$ cat src/rtl/bus_port_fifo_bank.sv
// Device-side endpoint bank for the bus generator/arbiter. Every bus/device channel owns a TX
// FIFO (host writes, bus drains via pndng/pop/D_pop) and an RX FIFO (bus pushes, host reads),
// with RX destination filtering, sticky overflow/underflow flags and saturating drop counters.
module bus_port_fifo_bank #(
  parameter int unsigned bits      = 1,
  parameter int unsigned drvrs     = 4,
  parameter int unsigned pckg_sz   = 16,
  parameter int unsigned depth     = 8,
  parameter logic [7:0]  broadcast = 8'hFF,
  parameter bit          filter_en = 1'b1
) (
  input  logic                                      clk,
  input  logic                                      reset,
  output logic [bits-1:0][drvrs-1:0]                pndng,
  output logic [bits-1:0][drvrs-1:0][pckg_sz-1:0]   D_pop,
  input  logic [bits-1:0][drvrs-1:0]                pop,
  input  logic [bits-1:0][drvrs-1:0]                push,
  input  logic [bits-1:0][drvrs-1:0][pckg_sz-1:0]   D_push,
  input  logic [bits*drvrs-1:0]                     tx_wr,
  input  logic [bits*drvrs*pckg_sz-1:0]             tx_data,
  output logic [bits*drvrs-1:0]                     tx_full,
  input  logic [bits*drvrs-1:0]                     rx_rd,
  output logic [bits*drvrs*pckg_sz-1:0]             rx_data,
  output logic [bits*drvrs-1:0]                     rx_empty,
  output logic [bits*drvrs-1:0]                     err_ovf,
  output logic [bits*drvrs-1:0]                     err_udf,
  output logic [bits*drvrs*8-1:0]                   drop_cnt
);

  localparam int unsigned PtrW = $clog2(depth);
  localparam int unsigned CntW = PtrW + 1;
  localparam logic [CntW-1:0] CntFull = CntW'(depth);

  typedef logic [pckg_sz-1:0] word_t;

  for (genvar gb = 0; gb < bits; gb++) begin : g_bus
    for (genvar gd = 0; gd < drvrs; gd++) begin : g_dev
      localparam int unsigned Ch    = gb * drvrs + gd;
      localparam logic [7:0]  DevId = 8'(gd);

      word_t           tx_mem_q [depth];
      logic [PtrW-1:0] tx_wptr_q, tx_wptr_d, tx_rptr_q, tx_rptr_d;
      logic [CntW-1:0] tx_cnt_q, tx_cnt_d;
      logic            tx_do_wr, tx_do_rd;

      word_t           rx_mem_q [depth];
      logic [PtrW-1:0] rx_wptr_q, rx_wptr_d, rx_rptr_q, rx_rptr_d;
      logic [CntW-1:0] rx_cnt_q, rx_cnt_d;
      logic            rx_do_wr, rx_do_rd, rx_filt_ok, rx_drop;

      logic            ovf_q, ovf_d, udf_q, udf_d;
      logic [7:0]      drop_q, drop_d;

      // Accept/advance decisions, pointer/count next-state and sticky error tracking.
      always_comb begin
        // A read frees a slot in the same cycle, so a write at full still lands if paired.
        tx_do_rd = pop[gb][gd] && (tx_cnt_q != '0);
        tx_do_wr = tx_wr[Ch] && ((tx_cnt_q != CntFull) || tx_do_rd);
        tx_wptr_d = tx_do_wr ? tx_wptr_q + 1'b1 : tx_wptr_q;
        tx_rptr_d = tx_do_rd ? tx_rptr_q + 1'b1 : tx_rptr_q;
        tx_cnt_d  = tx_cnt_q;
        if (tx_do_wr && !tx_do_rd) begin
          tx_cnt_d = tx_cnt_q + 1'b1;
        end else if (!tx_do_wr && tx_do_rd) begin
          tx_cnt_d = tx_cnt_q - 1'b1;
        end

        // Filtering looks only at the device index; the bus index plays no part.
        rx_filt_ok = !filter_en || (D_push[gb][gd][pckg_sz-1 -: 8] == DevId) ||
                     (D_push[gb][gd][pckg_sz-1 -: 8] == broadcast);
        rx_do_rd = rx_rd[Ch] && (rx_cnt_q != '0);
        rx_do_wr = push[gb][gd] && rx_filt_ok && ((rx_cnt_q != CntFull) || rx_do_rd);
        rx_drop  = push[gb][gd] && !rx_do_wr;
        rx_wptr_d = rx_do_wr ? rx_wptr_q + 1'b1 : rx_wptr_q;
        rx_rptr_d = rx_do_rd ? rx_rptr_q + 1'b1 : rx_rptr_q;
        rx_cnt_d  = rx_cnt_q;
        if (rx_do_wr && !rx_do_rd) begin
          rx_cnt_d = rx_cnt_q + 1'b1;
        end else if (!rx_do_wr && rx_do_rd) begin
          rx_cnt_d = rx_cnt_q - 1'b1;
        end

        ovf_d  = ovf_q | (tx_wr[Ch] && !tx_do_wr);
        udf_d  = udf_q | (pop[gb][gd] && (tx_cnt_q == '0)) | (rx_rd[Ch] && (rx_cnt_q == '0));
        drop_d = (rx_drop && (drop_q != 8'hFF)) ? drop_q + 8'd1 : drop_q;
      end

      // Pointer, occupancy and flag registers.
      always_ff @(posedge clk or negedge reset) begin
        if (!reset) begin
          tx_wptr_q <= '0;
          tx_rptr_q <= '0;
          tx_cnt_q  <= '0;
          rx_wptr_q <= '0;
          rx_rptr_q <= '0;
          rx_cnt_q  <= '0;
          ovf_q     <= 1'b0;
          udf_q     <= 1'b0;
          drop_q    <= '0;
        end else begin
          tx_wptr_q <= tx_wptr_d;
          tx_rptr_q <= tx_rptr_d;
          tx_cnt_q  <= tx_cnt_d;
          rx_wptr_q <= rx_wptr_d;
          rx_rptr_q <= rx_rptr_d;
          rx_cnt_q  <= rx_cnt_d;
          ovf_q     <= ovf_d;
          udf_q     <= udf_d;
          drop_q    <= drop_d;
        end
      end

      // Storage arrays; cleared on reset so heads read as zero afterwards.
      always_ff @(posedge clk or negedge reset) begin
        if (!reset) begin
          tx_mem_q <= '{default: '0};
          rx_mem_q <= '{default: '0};
        end else begin
          if (tx_do_wr) tx_mem_q[tx_wptr_q] <= tx_data[Ch*pckg_sz +: pckg_sz];
          if (rx_do_wr) rx_mem_q[rx_wptr_q] <= D_push[gb][gd];
        end
      end

      assign pndng[gb][gd]                 = (tx_cnt_q != '0);
      assign D_pop[gb][gd]                 = tx_mem_q[tx_rptr_q];
      assign tx_full[Ch]                   = (tx_cnt_q == CntFull);
      assign rx_data[Ch*pckg_sz +: pckg_sz] = rx_mem_q[rx_rptr_q];
      assign rx_empty[Ch]                  = (rx_cnt_q == '0);
      assign err_ovf[Ch]                   = ovf_q;
      assign err_udf[Ch]                   = udf_q;
      assign drop_cnt[Ch*8 +: 8]           = drop_q;
    end
  end

endmodule

$ cat config.mk
export PLATFORM = sky130hd
export DESIGN_NAME = bus_port_fifo_bank
export DESIGN_NICKNAME = d
export VERILOG_FILES = /design/src/rtl/bus_port_fifo_bank.sv
export SDC_FILE = /design/constraint.sdc
export NUM_CORES = 2
export LEC_CHECK = 0
export BUFFER_PORTS_ARGS = -buffer_cell sky130_fd_sc_hd__buf_2
export CAP_MARGIN = 5
export CORE_ASPECT_RATIO = 1.75
export CORE_MARGIN = 5
export CORE_UTILIZATION = 60
export CTS_CLUSTER_DIAMETER = 120
export CTS_CLUSTER_SIZE = 8
export DETAILED_ROUTE_END_ITERATION = 16
export GPL_ROUTABILITY_DRIVEN = 0
export PLACE_DENSITY_LB_ADDON = 0.1
export SLEW_MARGIN = 20
export SYNTH_ARGS = -nofsm -noshare
export SYNTH_HDL_FRONTEND = slang
export SYNTH_SLANG_ARGS = --single-unit
$ cat constraint.sdc
create_clock -name clk -period 6.4 [get_ports clk]
set_input_delay 0 -clock clk [delete_from_list [all_inputs] [get_ports clk]]
set_output_delay 0 -clock clk [all_outputs]
set_load 0.03 [all_outputs]
---- Word-level counts from Yosys, hierarchy flattened ----
Cells that the tools add are included.
word-level totals
  bits in registers ....................... 1144
  bits of input ports ..................... 146
  output and inout bits ................... 180
  logic and storage cells ................. 392
cells by class
  add/sub/neg operators ................... 36
  magnitude comparators ................... 24
  equal/unequal tests ..................... 23
  mux-type cells .......................... 64
  bitwise gates (word level) .............. 28
  reductions and logical operators ........ 117
operators by type and width
  operator               count
  $bwmux W128            8
  $bmux W16 S3           8
  $demux W16 S3          8
  $mux W16               24
  $ge A4 B4 Y1 const B   16
  $logic_and A1 B1 Y1    64
  $mux W4                16
  $not A3 Y4             16
  $add A3 B1 Y3 const B  16
  $add A4 B1 Y4 const B  8
  $add A8 B1 Y8 const B  4
  $eq A8 B8 Y1 const B   4
  $logic_not A4 Y1       8
  $lt A4 B1 Y1 const B   8
  $ne A4 B4 Y1 const B   8
  $ne A8 B8 Y1 const B   4
  $reduce_bool A4 Y1     8
  $sub A4 B1 Y4 const B  8
  $eq A4 B4 Y1 const B   4
  $eq A8 B2 Y1 const B   2
  $logic_not A1 Y1       16
  $reduce_bool A2 Y1     8
  $logic_or A1 B1 Y1     12
  $or A1 B1 Y1           12
  2 further kinds        2

---- Longest topological paths before layout ----
  depth after elaboration ................. 8
  depth in mapped cells ................... 13
  gate-level depth less buffers ........... 12

---- Worst setup path before layout ----
No wires, ideal clock.
  kind .................................... reg-to-reg
  start ................................... register g_bus[0].g_dev[2].rx_cnt_q[1]
  end ..................................... register g_bus[0].g_dev[2].rx_cnt_q[3]
  setup time .............................. 0.125 ns
  arrival ................................. 2.571 ns
  required time ........................... 6.275 ns
  path slack .............................. 3.704 ns
  cell stages (with the launch flop) ...... 14
  path buffers ............................ 1
  clock period less this slack ............ 2.696 ns
  cells stage by stage .................... dfrtp_1 -> or3_1 -> o21a_1 -> buf_2 -> o21ai_2 -> inv_2 -> ha_1 -> inv_1 -> ha_1 -> a21o_1 -> a21oi_1 -> xnor2_1 -> nor2_1 -> xor2_1
on the way
  cells in the longest elaborated chain, start to end .. 7
  elaborated cells between the ends (all ways) .. 14
  those cells by class .................... add/sub (2); eq/ne (1); mux (2); reduce/logical (9)
RTL lines
  item                            RTL line  RTL
  start: declaration              48        logic [CntW-1:0] rx_cnt_q, rx_cnt_d;
  start signal: assignment        106       rx_cnt_q <= rx_cnt_d;
  $reduce_bool A4 Y1              71        rx_do_rd = rx_rd[Ch] && (rx_cnt_q != '0);
  $logic_and A1 B1 Y1             71
  $logic_or A1 B1 Y1 *            72        rx_do_wr = push[gb][gd] && rx_filt_ok && ((rx_cnt_q != CntFull) || rx_do_rd);
  $logic_and A1 B1 Y1 *           72
  via g_bus[0].g_dev[2].rx_do_wr  49        logic rx_do_wr, rx_do_rd, rx_filt_ok, rx_drop;
  $logic_not A1 Y1                79        end else if (!rx_do_wr && rx_do_rd) begin
  $logic_and A1 B1 Y1             79
  $reduce_bool A2 Y1 (no line)    --
The timed path passes the listed nets; every way through them passes the cells marked *. The select of a mux whose other input is x is not followed.
A chain may end at the register's enable or synchronous reset.

---- Worst setup path after layout ----
  start ................................... register g_bus[0].g_dev[3].rx_cnt_q[0]
  end ..................................... register g_bus[0].g_dev[3].rx_cnt_q[3]
on the way
  cells in the longest elaborated chain, start to end .. 7
  elaborated cells between the ends (all ways) .. 14
  those cells by class .................... add/sub (2); eq/ne (1); mux (2); reduce/logical (9)
RTL lines
  item                            RTL line
  start: declaration              48
  start signal: assignment        106
  $reduce_bool A4 Y1              71
  $logic_and A1 B1 Y1             71
  $logic_or A1 B1 Y1 *            72
  $logic_and A1 B1 Y1 *           72
  via g_bus[0].g_dev[3].rx_do_wr  49
  $logic_not A1 Y1                79
  $logic_and A1 B1 Y1             79
  $reduce_bool A2 Y1 (no line)    --
Marks and branches as above.

==> impl_results.md <==
* Vias after detailed routing at 31000
* Clock Pin Slew Worst Setup and Hold Paths at 0.05 ns
* Cts bufs inserted at 160
* Synth area leaders: dfrtp_1, mux2_2, mux4_2, nand2_1, ha_1
* Reg2Reg Depth at 13
* Ys flop type: dfrtp_1
* CTS Buffer Depth at 3
* Post-DR wirelength/cell at 23.4 um
* Final Cycle Share at 56.0%
* # hold bufs at CTS at 170
* Pin count of the biggest net entering global routing at 197
* Full die area at 0.0929 sq mm
* Max_cap viols at 0
* Initial antenna violation count at 9
* DRC viols at 0
* Leak Pwr at 29.2 nW
* Crit path launch type: flip-flop
* Post-DP Area at 0.0543 sq mm
* Pwr dens at 461 mW/mm^2
* Cell count after synthesis at 3517
* Total track usage at 27.0%
* Final Skew at 0.0273 ns
* Final hold violations at 0
* Setup bufs post-CTS at 0
* Clock power frac at 26.7%
* Synth Area per Inst at 14.8 sq um
* Data arrival, critical path at 4.20 ns
* GRT overflow at 0
* I/O Pins at 326
* Starting Density at 60.2%
* Number of filler cells placed in the layout at 5938
* Clock root buffer: clkbuf_16
* HP Class: in2reg
* Post-CTS Resized at 0
* Register Area at 0.0286 sq mm
* Reg-to-reg slack, setup at 2.82 ns
* P&R area growth vs syn at 16.0%
* Die span in y at 400 um
* Int Pwr at 18.6 mW
* Critical R2R Capture: g_bus[0].g_dev[3].rx_cnt_q[3]
* Reg-to-reg startpoint: g_bus[0].g_dev[3].rx_cnt_q[0]
* Unrepaired setup endpoints after global routing: no
* Sink Count at 1144
* Comb pwr share at 33.6%
* Sequential fraction of the synthesis area at 55.0%
* Sw Share at 33.0%
* Worst-Margin Slew at 1.18 ns
* Total negative slack at 0 ns
* Hold path endpoint: g_bus[0].g_dev[3].rx_mem_q[127]
* Mapped Nets at 3715
* Fraction of registers with async set/reset at 100%
* H-tree depth at 4
* NetSw at 9.17 mW
* Flop pwr share at 39.7%
* Worst-path fanout max at 8
* Number of flops mapped to enable cells by yosys at 0
* CTS tree: done
* Max Slew Vio Count at 0
* Synth area leader: dfrtp_1
* Crit path kind: reg2reg
* Vias per cell at 5.97
* DRT iter0 DRCs at 1686
* Status: finished, final reports clean
* Warning count from the yosys run at 0
* First-pass GRT wire length at 196 mm
* Footprint of the multi-input gates at 0.0221 sq mm
* Final ANT Viol Nets at 0
* Clk Latency, worst-skew pair at 0.75 ns
* Share of layout cells above drive strength 1 at 44.6%
* Port bufs at 325
* Slew HR at 21.2%
* Setup crit start: g_bus[0].g_dev[3].rx_cnt_q[0]
* Die width at 233 um
* Number of nets in the layout at 4207
* HPWL after DPL at 77.6 mm
* Synthesized area at 0.0520 sq mm
* Synth top area share at 55.0%
* Vias in the first global route at 35400
* Synth unique cells at 67
* Core area at 0.0864 sq mm
* Final Setup Violations at 0
* Crit. End Element: flip-flop
* DR pass1 iterations at 5
* Final Hold Slack at 0.0653 ns
* Req. time, crit path at 7.02 ns
* Hold depth at 3
* Wirelength, routed at 122 mm
* Synth Register Bits at 1144
* Maximum vdd drop at 0.511 mV
* FP Rows at 143
* Hold Startpoint: D_push[63]
* Design area at 0.0603 sq mm
* Max Freq at 279 MHz
* Crit path time final at 3.58 ns
-- power by group through the flow --
stage               logic (mW)  registers, mW  clock network, mW
finish                    9.33           11.0               7.44
global route              10.0           11.3               7.92
CTS                       9.46           11.0               7.60
detailed placement        9.32           11.1                  0
global placement          9.01           10.9                  0
floorplan                 7.56           10.3                  0
-- flip-flops by register name, indices dropped and copies added (netlist names), 16 cells and up --
name                  flops
g_bus.g_dev.drop_q       32
g_bus.g_dev.tx_cnt_q     16
g_bus.g_dev.tx_mem_q    512
g_bus.g_dev.rx_cnt_q     16
g_bus.g_dev.rx_mem_q    512
-- cell usage in the layout (no fill, tap or decap), types with 9 or more instances in the layout --
cell type and count:
a21oi_1 12, buf_2 324, o21ai_0 20, nand2b_1 39, inv_1 34, mux2_2 886
dlygate4sd3_1 169, clkbuf_16 164, xnor2_1 55, xor2_1 33, nor2_1 52, ha_1 44
nand4_1 16, a21o_1 67, or2_2 12, nand2_1 445, clkbuf_1 10, dfrtp_1 1131
nand4_2 9, nand3_1 16, buf_4 29, dfrtp_2 13, mux4_2 256, mux2_4 10
o2111ai_2 11
-- area by class of cell --
cell class / instances / share of cell area (%)
Sequential cell: 1144 / 47.5
Multi-Input combinational cell: 2131 / 36.6
Timing Repair Buffer: 529 / 6.07
Clock inverter: 11 / 0.232
Inverter: 43 / 0.272
Tap cell: 1160 / 2.41
Antenna cell: 8 / 0.0332
Clock buffer: 174 / 6.86
-- cells in the mapped netlist (4+ instances only) --
cell / n
nand4_1: 16
buf_2: 54
or2_2: 12
nand4_2: 9
inv_1: 34
or4_1: 4
buf_6: 29
a21oi_1: 12
dfrtp_1: 1144
mux4_2: 256
nand3_1: 16
nand4b_2: 8
nor2_1: 52
or3_1: 4
a21o_1: 67
clkbuf_1: 65
nor4_1: 8
xnor2_1: 55
xor2_1: 33
inv_2: 6
a2111o_1: 8
nand3b_2: 8
nand2b_1: 39
nor3b_1: 5
mux2_2: 886
mux2_1: 7
buf_4: 32
buf_1: 16
fa_1: 8
or4b_4: 4
mux2_4: 10
o21ai_4: 5
o21ai_1: 5
nor3_1: 4
nand2_2: 4
nand3_2: 8
or2_0: 6
nor2b_1: 7
o2111ai_2: 13
o21ai_0: 20
nand2_1: 445
nor4b_2: 4
ha_1: 44
-- how the worst max path moves through the flow --
stage                     cells after the start  slack (ns)                       endpoint
after floorplan                              13        3.70  g_bus[0].g_dev[2].rx_cnt_q[3]
after detailed placement                     12        3.30  g_bus[0].g_dev[1].rx_cnt_q[3]
after global routing                         13        2.61  g_bus[0].g_dev[3].rx_cnt_q[3]
after global placement                       11        3.37  g_bus[0].g_dev[0].rx_cnt_q[3]
final                                        13        2.82  g_bus[0].g_dev[3].rx_cnt_q[3]
after CTS                                    13        2.81  g_bus[0].g_dev[3].rx_cnt_q[3]
-- metrics by stage --
| step | util (%) | total power, mW | setup slack [ns] | cells |
|---|---|---|---|---|
| 6_report | 69.8 | 27.8 | 2.82 | 5200 |
| 5_1_grt | 69.8 | 29.3 | 2.61 | 5197 |
| 4_1_cts | 69.7 | 28.1 | 2.81 | 5191 |
| 3_5_place_dp | 62.8 | 20.4 | 3.30 | 4836 |
| 3_3_place_gp | 62.8 | 19.9 | 3.37 | 4836 |
| 2_1_floorplan | - | 17.8 | 3.70 | 3517 |
-- logic make-up (layout without fill, tap and decap cells) --
group / Yosys count / after routing / share of synthesized area (%)
XOR/XNOR: 88 / 88 / 1.48
AND/OR/NAND/NOR: 683 / 683 / 6.42
adder cells (fa/ha/maj): 52 / 52 / 1.37
buffers and inverters: 242 / 757 / 2.54
multiplexers: 1159 / 1159 / 30.7
other: 0 / 8 / 0
AO/OA/AOI/OAI: 149 / 149 / 2.48
flip-flops: 1144 / 1144 / 55.0
-- critical path: stages, from the launching register on --
cell and delay, ns:
dfrtp_1 0.43, or3_1 0.43, o2111a_1 0.41, dlygate4sd3_1 0.67, nand2_4 0.14, inv_4 0.08, ha_1 0.22, inv_1 0.12
ha_1 0.24, a21o_1 0.19, a21oi_1 0.18, xnor2_1 0.13, nor2_1 0.07, xor2_1 0.15
-- metal layers --
layer	GRT usage, %	up-vias	share of wire (%)
met1	33.4	16400	39
met4	8.38	0	2.7
li1	-	13600	-
met2	46.9	724	53
met5	0	-	0
met3	6.62	226	5.5
Note: power is estimated with default switching activity, not from simulation.
